==> src/rtl/stream_pkg.sv <==
// Shared constants and helpers for the narrow-to-wide stream packer.
package stream_pkg;

    localparam int DEFAULT_IN_WIDTH = 8;
    localparam int DEFAULT_RATIO    = 4;
    // Upper bound on lanes any instance may use; lane_mask is cast down by the caller.
    localparam int MAX_LANES        = 32;

    typedef logic [$clog2(DEFAULT_RATIO)-1:0] lane_idx_t;

    function automatic logic [MAX_LANES-1:0] lane_mask(input int idx);
        return MAX_LANES'(1) << idx;
    endfunction

endpackage

==> src/rtl/stream_upsizer.sv <==
// Packs RATIO narrow valid/ready beats into one registered wide word.
// in_last flushes a partial word early; out_keep marks which lanes were filled.
module stream_upsizer
    import stream_pkg::*;
#(
    parameter int IN_WIDTH  = DEFAULT_IN_WIDTH,
    parameter int RATIO     = DEFAULT_RATIO,
    localparam int OUT_WIDTH = IN_WIDTH * RATIO
) (
    input  logic                 clk,
    input  logic                 rst,
    input  logic                 in_valid,
    output logic                 in_ready,
    input  logic [IN_WIDTH-1:0]  in_data,
    input  logic                 in_last,
    output logic                 out_valid,
    input  logic                 out_ready,
    output logic [OUT_WIDTH-1:0] out_data,
    output logic [RATIO-1:0]     out_keep,
    output logic                 out_last
);

    localparam int CNT_W = $clog2(RATIO);

    logic [CNT_W-1:0]     cnt;
    logic [OUT_WIDTH-1:0] acc_data;
    logic [RATIO-1:0]     acc_keep;

    logic                 in_fire;
    logic                 out_fire;
    logic                 completing;
    logic [RATIO-1:0]     lane_sel;
    logic [OUT_WIDTH-1:0] merged;

    // A new beat can enter whenever the output register is empty or draining now.
    assign in_ready   = !out_valid || out_ready;
    assign in_fire    = in_valid && in_ready;
    assign out_fire   = out_valid && out_ready;
    assign completing = in_fire && ((cnt == CNT_W'(RATIO - 1)) || in_last);

    always_comb begin
        lane_sel = RATIO'(lane_mask(int'(cnt)));
        merged   = acc_data;
        for (int i = 0; i < RATIO; i++) begin
            if (lane_sel[i]) begin
                merged[i*IN_WIDTH +: IN_WIDTH] = in_data;
            end
        end
    end

    always_ff @(posedge clk) begin
        if (rst) begin
            cnt       <= '0;
            acc_data  <= '0;
            acc_keep  <= '0;
            out_valid <= 1'b0;
            out_data  <= '0;
            out_keep  <= '0;
            out_last  <= 1'b0;
        end else begin
            // Drain first; a completing beat below overrides this so there is no bubble.
            if (out_fire) begin
                out_valid <= 1'b0;
            end
            if (in_fire) begin
                if (completing) begin
                    out_valid <= 1'b1;
                    out_data  <= merged;
                    out_keep  <= acc_keep | lane_sel;
                    out_last  <= in_last;
                    acc_data  <= '0;
                    acc_keep  <= '0;
                    cnt       <= '0;
                end else begin
                    acc_data  <= merged;
                    acc_keep  <= acc_keep | lane_sel;
                    cnt       <= cnt + CNT_W'(1);
                end
            end
        end
    end

endmodule

==> config.mk <==
export PLATFORM = sky130hd
export DESIGN_NAME = stream_upsizer
export DESIGN_NICKNAME = d
export VERILOG_FILES = /design/src/rtl/stream_pkg.sv /design/src/rtl/stream_upsizer.sv
export SDC_FILE = /design/constraint.sdc
export NUM_CORES = 1
export LEC_CHECK = 0
export ABC_AREA = 1
export CORE_ASPECT_RATIO = 0.9
export CORE_MARGIN = 1.5
export CORE_UTILIZATION = 45
export CTS_CLUSTER_SIZE = 10
export DETAILED_ROUTE_END_ITERATION = 8
export DONT_BUFFER_PORTS = 1
export GPL_TIMING_DRIVEN = 0
export PLACE_DENSITY = 0.65
export SLEW_MARGIN = 20
export SYNTH_ARGS = -nofsm -noshare
export SYNTH_HDL_FRONTEND = slang
export SYNTH_SLANG_ARGS = --single-unit
==> constraint.sdc <==
create_clock -name clk -period 4.4 [get_ports clk]
set_input_delay 0.22 -clock clk [delete_from_list [all_inputs] [get_ports clk]]
set_output_delay 0.22 -clock clk [all_outputs]
set_load 0.005 [all_outputs]
==> results of run 1 <==
[logic make-up (layout without fill, tap and decap cells)]
logic type,after synthesis,in the layout,synth area share (%)
compound gates,44,44,6.30
flops,76,76,42.8
buf+inv,104,120,12.9
fa+ha+maj,4,4,1.41
simple gates,313,313,36.6
[cells in the mapped netlist (all sizes together)]
library cell / n
nand2: 203
dfxtp: 76
inv: 73
nor2: 50
nand3: 46
buf: 25
o21ai: 24
a21oi: 20
nand2b: 7
or2: 7
clkbuf: 6
ha: 4
[power groups by stage]
stage	combinational (mW)	sequential, mW	clock, mW
2_1_floorplan	0.149	0.751	0
4_1_cts	0.191	0.740	0.535
3_5_place_dp	0.190	0.756	0
3_3_place_gp	0.186	0.755	0
6_report	0.190	0.739	0.523
5_1_grt	0.220	0.743	0.562
[placed cells by master, fill, tap and decap left out, types with 5 or more instances in the layout]
master | synthesis | final
inv_1 | 69 | 69
a21oi_1 | 19 | 19
nand2b_1 | 7 | 7
o21ai_0 | 24 | 24
nand3_1 | 45 | 45
buf_6 | 5 | 5
nor2_1 | 50 | 50
clkbuf_8 | 0 | 9
clkbuf_1 | 6 | 7
buf_2 | 18 | 18
nand2_1 | 200 | 200
or2_2 | 7 | 7
dfxtp_1 | 76 | 76
[cell type report]
class | count | area [um2]
Clock buffer | 10 | 128
Sequential cell | 76 | 1520
Inverter | 73 | 277
Multi-Input combinational cell | 361 | 1580
Clock inverter | 6 | 63.8
Fill cell | 796 | 3750
Buffer | 31 | 184
Tap cell | 96 | 120
[layer usage]
layer | GRT usage [%] | share of wire, % | routed length, um | vias up
met5 | 0 | 0 | 0 | -
li1 | - | - | - | 1646
met3 | 6.26 | 6.4 | 530 | 13
met1 | 25.8 | 45 | 3720 | 1436
met4 | 6.19 | 1.6 | 133 | 0
met2 | 36.3 | 47 | 3930 | 68
[worst max-delay path by stage]
stage / endpoint
2_1_floorplan: out_data[21]
3_3_place_gp: out_data[23]
3_5_place_dp: out_data[23]
4_1_cts: out_data[23]
5_1_grt: out_data[23]
6_report: out_data[23]
[state kept, by name, summed over array words and instances, names as in the netlist]
signal	count
out_keep	4
cnt	2
out_data	32
acc_keep	4
out_valid	1
out_last	1
acc_data	32
[through the flow]
| stage | cell area, um2 | worst slack [ns] |
|---|---|---|
| detailed placement | 3680 | 2.73 |
| CTS | 3870 | 2.72 |
| finish | 3870 | 2.71 |
| global placement | 3680 | 2.74 |
| floorplan | 3560 | 2.99 |
| global route | 3870 | 2.53 |
==> metrics.md, run 1 <==
| Metric | Value |
|---|---|
| P_int | 1.05 mW |
| Routed wire per std cell | 12.7 um |
| Most frequent CP cell | nand2_1 |
| Final setup violation count | 0 |
| Die Y | 87.3 um |
| Antenna cells | 0 |
| Signal arrival time at the worst endpoint | 1.91 ns |
| Synth Area per Inst | 6.58 um2 |
| GPL Wtd Cong | 0.878 |
| DP HPWL | 6140 um |
| Period utilization | 38.3% |
| Net Sw Frac | 27.9% |
| Cells after Synth | 541 |
| Leak | 1.86 nW |
| CTS tree | yes |
| Start point of the critical path | cnt[0] |
| Status | completed |
| Tot Pwr | 1.45 mW |
| YS warnings | 0 |
| Final ANT Viol Nets | 0 |
| Core Footprint | 7620 um2 |
| Residual DRC | 0 |
| Max stage delay cell, worst path | dfxtp_1 |
| Io pins | 52 |
| Aggregate global-route resource usage | 21.1% |
| Final setup TNS | 0 ns |
| Routed vias | 3163 |
| CP cell instances | inv_1 > ha_1 > buf_2 > inv_1 > buf_2 > nand2_1 > nand2_1 > nand3_1 > nand2_1 > nor2_1 |
| Pre-antenna DRT Iters | 5 |
| Final Net Count | 569 |
| Mapped cell area | 3560 um2 |
| CTS Root Cell | clkbuf_8 |
| Hold Path End | out_last |
| Number of max-slew violations in the final report | 0 |
| CP startpoint kind | flip-flop |
| Largest net degree at the start of global routing | 14 |
| Final Non-Filler Cells | 653 |
| Top delay family on crit path | buffers and inverters |
| Clock Latency Late Sink | 0.35 ns |
| Clock slew at reported path FFs | 0.08 ns |
| Clock share of power | 36.0% |
| Slew of the pin with the lowest slew margin | 0.550 ns |
| CTS Buf Count | 9 |
| Worst R2R Setup Slack | 2.71 ns |
| Die Area | 8450 um2 |
| Post-CTS setup buffers | 0 |
| # hold bufs at CTS | 0 |
| VDD IR max | 0.000195 V |
| Initial Util | 46.7% |
| Pwr Density | 375 nW/um2 |
| Initial DRC count | 142 |
| PortBufs | 0 |
| CTS max path bufs | 2 |
| Synth unique cells | 20 |
| Psw | 0.405 mW |
| Clock sink total | 76 |
| Share of layout cells above drive strength 1 | 10.1% |
| Die Wd | 96.7 um |
| Net count after synthesis | 558 |
| Vias/cell | 4.84 |
| Share of the synthesized area in the top cell type | 42.8% |
| Hold Vio Cnt, Final | 0 |
| Path depth of the worst reg2reg path | 10 |
| Worst reg2reg startpoint | cnt[0] |
| Largest stage delay, worst path | 0.39 ns |
| Worst hold start | in_last |
| RSZ-0062 raised after global routing | false |
| GRT Residual Overflow | 0 |
| CP Depth | 10 |
| # Max-Cap Violations | 0 |
| Vias in the first global route | 2978 |
| Min-delay worst type | input port to flip-flop |
| Worst Path Required | 4.62 ns |
| Yosys top cell by area | dfxtp_1 |
| H-tree levels | 3 |
| First-pass GRT wire length | 14200 um |
| Row count | 30 |
| PostCTS Resize Cnt | 0 |
| Hold Path Depth | 2 |
| Top post-synthesis cells by area | dfxtp_1 43%, nand2_1 21%, inv_1 7.3%, nand3_1 6.3%, nor2_1 5.3% |
| Final core utilization | 50.8% |
| Sequential area share after synthesis | 42.8% |
| Total Wirelength | 8320 um |
| Fmax | 593 MHz |
| Syn-to-layout area delta | 8.76% |
| Comb power frac | 13.1% |
| Worst rel slew slack | 63.4% |
| Final Skew | 0.0105 ns |
| Seq pwr share | 50.9% |
| Initial antenna violation count | 0 |
| R2r endpoint | out_data[23] |
| Setup CP Type | flip-flop to flip-flop |
| Min Tclk post-route | 1.69 ns |
| WP buf/inv | 4 |
| Min Hold Slack | 0.0211 ns |
| Placed insts | 637 |
| Crit Path Max Fanout | 10 |
| CP endpoint kind | flip-flop |
| Yosys reg bits | 76 |
(Power assumes the default switching activity.)
==> run 2, diff against run 1 <==
--- a/config.mk
+++ b/config.mk
@@ -13,7 +13,7 @@
 export DETAILED_ROUTE_END_ITERATION = 8
 export DONT_BUFFER_PORTS = 1
 export GPL_TIMING_DRIVEN = 0
-export PLACE_DENSITY = 0.65
+export PLACE_DENSITY = 0.67
 export SLEW_MARGIN = 20
 export SYNTH_ARGS = -nofsm -noshare
 export SYNTH_HDL_FRONTEND = slang
==> constraint.sdc (replaced) <==
create_clock -name clk -period 1.5 [get_ports clk]
set_input_delay 0.075 -clock clk [delete_from_list [all_inputs] [get_ports clk]]
set_output_delay 0.075 -clock clk [all_outputs]
set_load 0.005 [all_outputs]
==> run 2 against run 1 <==
- sequential share of layout area shrank 3.1 points
- non-clock buffer count grew 20
- via count grew 3.9%
- first-iteration DRC count grew 81%
- core utilization grew 4.5 points
- power grew to 3.1 times the previous value
- sequential power grew to 2.9 times the previous value
- hold slack lost 0.019 ns
- register-to-register slack lost 2.7 ns
- largest power group unchanged
==> metrics.md, run 2 (synthesis results as in run 1) <==
| Metric | Value |
|---|---|
| Status | completed |
| Initial Util | 46.7% |
| Die Wd | 96.7 um |
| Total Wirelength | 9030 um |
| Worst Path Required | 1.74 ns |
| Aggregate global-route resource usage | 21.3% |
| Setup CP Type | flip-flop to flip-flop |
| Clock Latency Late Sink | 0.36 ns |
| Met2 Use GR | 36.5% |
| Fmax | 688 MHz |
| Final instance area | 4210 um2 |
| Clock slew at reported path FFs | 0.08 ns |
| Routing usage on met1 | 26.4% |
| CTS tree | yes |
| Crit Path Max Fanout | 8 |
| First-pass GRT wire length | 14300 um |
| Residual DRC | 0 |
| Core Footprint | 7620 um2 |
| CTS Buf Count | 9 |
| CP endpoint kind | flip-flop |
| PortBufs | 0 |
| GPL Wtd Cong | 0.877 |
| H-tree levels | 3 |
| Pre-antenna DRT Iters | 5 |
| DP Area | 3680 um2 |
| Most common cell after layout, fill and taps aside | nand2_1 |
| Antenna cells | 0 |
| # Max-Cap Violations | 0 |
| Hold Vio Cnt, Final | 0 |
| CP startpoint kind | flip-flop |
| Share of layout cells above drive strength 1 | 14.4% |
| RSZ-0062 raised after global routing | true |
| Pwr Density | 1080 nW/um2 |
| Largest net degree at the start of global routing | 14 |
| Final Net Count | 589 |
| Signal arrival time at the worst endpoint | 1.69 ns |
| Regs by FF count | acc_data x32, out_data x32 |
| Final setup violation count | 0 |
| Min Tclk post-route | 1.45 ns |
| Period utilization | 96.9% |
| CTS Root Cell | clkbuf_8 |
| Min-delay worst type | input port to flip-flop |
| Final ANT Viol Nets | 0 |
| Initial antenna violation count | 0 |
| Number of max-slew violations in the final report | 0 |
| Vias/cell | 4.88 |
| Final core utilization | 55.3% |
| Leak | 2.01 nW |
| Worst rel slew slack | 61.8% |
| DP HPWL | 6010 um |
| GRT Residual Overflow | 0 |
| Row count | 30 |
| CTS max path bufs | 2 |
| Final Skew | 0.00909 ns |
| VDD IR max | 0.000603 V |
| Routed wire per std cell | 13.4 um |
| Clock sink total | 76 |
| Slew of the pin with the lowest slew margin | 0.574 ns |
| Most Crowded Layer GR | met2 |
| Leading cell types in the layout, fill and taps excluded | 197 x nand2_1, 74 x dfxtp_1, 65 x inv_1 |
| Initial DRC count | 257 |
| Routed vias | 3285 |
| Vias in the first global route | 3022 |
| Die Area | 8450 um2 |
| Met3 global-route usage | 6.50% |
| Io pins | 52 |
| Syn-to-layout area delta | 18.4% |
| Die Y | 87.3 um |
run 2: changes by cell type in the layout (fill, tap and decap cells not counted), moves of 3 or more:
cell	delta
dlygate4sd3_1	+9
o21ai_0	-3
inv_2	+3
buf_6	+7
nand2_1	-3
buf_2	-9
ha_1	-3
o21ai_1	+3
inv_1	-4
buf_4	+10
run 2: path summary, 6_finish.rpt:
path / from / end / slack (ns) / cells past startpoint
worst max-delay path: cnt[0] / out_data[17] / 0.05 / 10
worst min-delay path: in_data[4] / out_data[28] / 0.002 / 4
worst max register to register: cnt[0] / out_data[17] / 0.05 / 10
worst min register to register: acc_data[30] / acc_data[30] / 0.44 / 2
run 2: final cells by class:
class	count	area, um2
repair buffers	21	195
plain buffers	30	244
flip-flops and latches	76	1530
clock inverters	6	87.6
fillers	727	3410
inverters	73	284
multi-input cells	361	1630
well taps	96	120
clock buffers	10	128
run 2: what timing repair did:
item                                    in CTS  in global routing
hold buffers                                 8                  1
endpoints found under the setup margin      42                 59
setup buffers                                0                  8
endpoints found under the hold margin       15                  1
gates cloned                                 0                  4
pin swaps                                    0                  5
gates resized for setup                     13                 39
run 2: report_power, final:
part           internal, mW  switching [mW]  leakage [nW]
Clock                 0.940           0.782         0.111
Sequential             2.11          0.0617         0.621
Combinational         0.270           0.405          1.27
run 2: critical path, stage by stage, from the launching register on:
cell,delay [ns]
dfxtp_4,0.37
ha_4,0.16
buf_6,0.13
inv_6,0.06
nand2_8,0.07
nand3_4,0.11
buf_8,0.14
clkbuf_16,0.15
nand2_1,0.05
nand2_1,0.06
nor2_1,0.03
run 2: layer usage:
layer	part of all wire (%)	vias up
li1	-	1687
met1	44	1478
met2	46	109
met3	8.5	11
met4	1.1	0
met5	0	-
run 2: per-stage QoR:
step                instances  power (mW)  hold WS [ns]  worst slack, ns  setup TNS, ns
CTS                       661        4.52       0.00618          0.00482              0
finish                    673        4.57       0.00210           0.0459              0
global route              673        4.77        0.0219          -0.0448         -0.364
floorplan                 541        2.64         0.223           0.0872              0
detailed placement        637        2.77         0.246           -0.196          -2.24
global placement          637        2.76         0.240           -0.155          -1.60
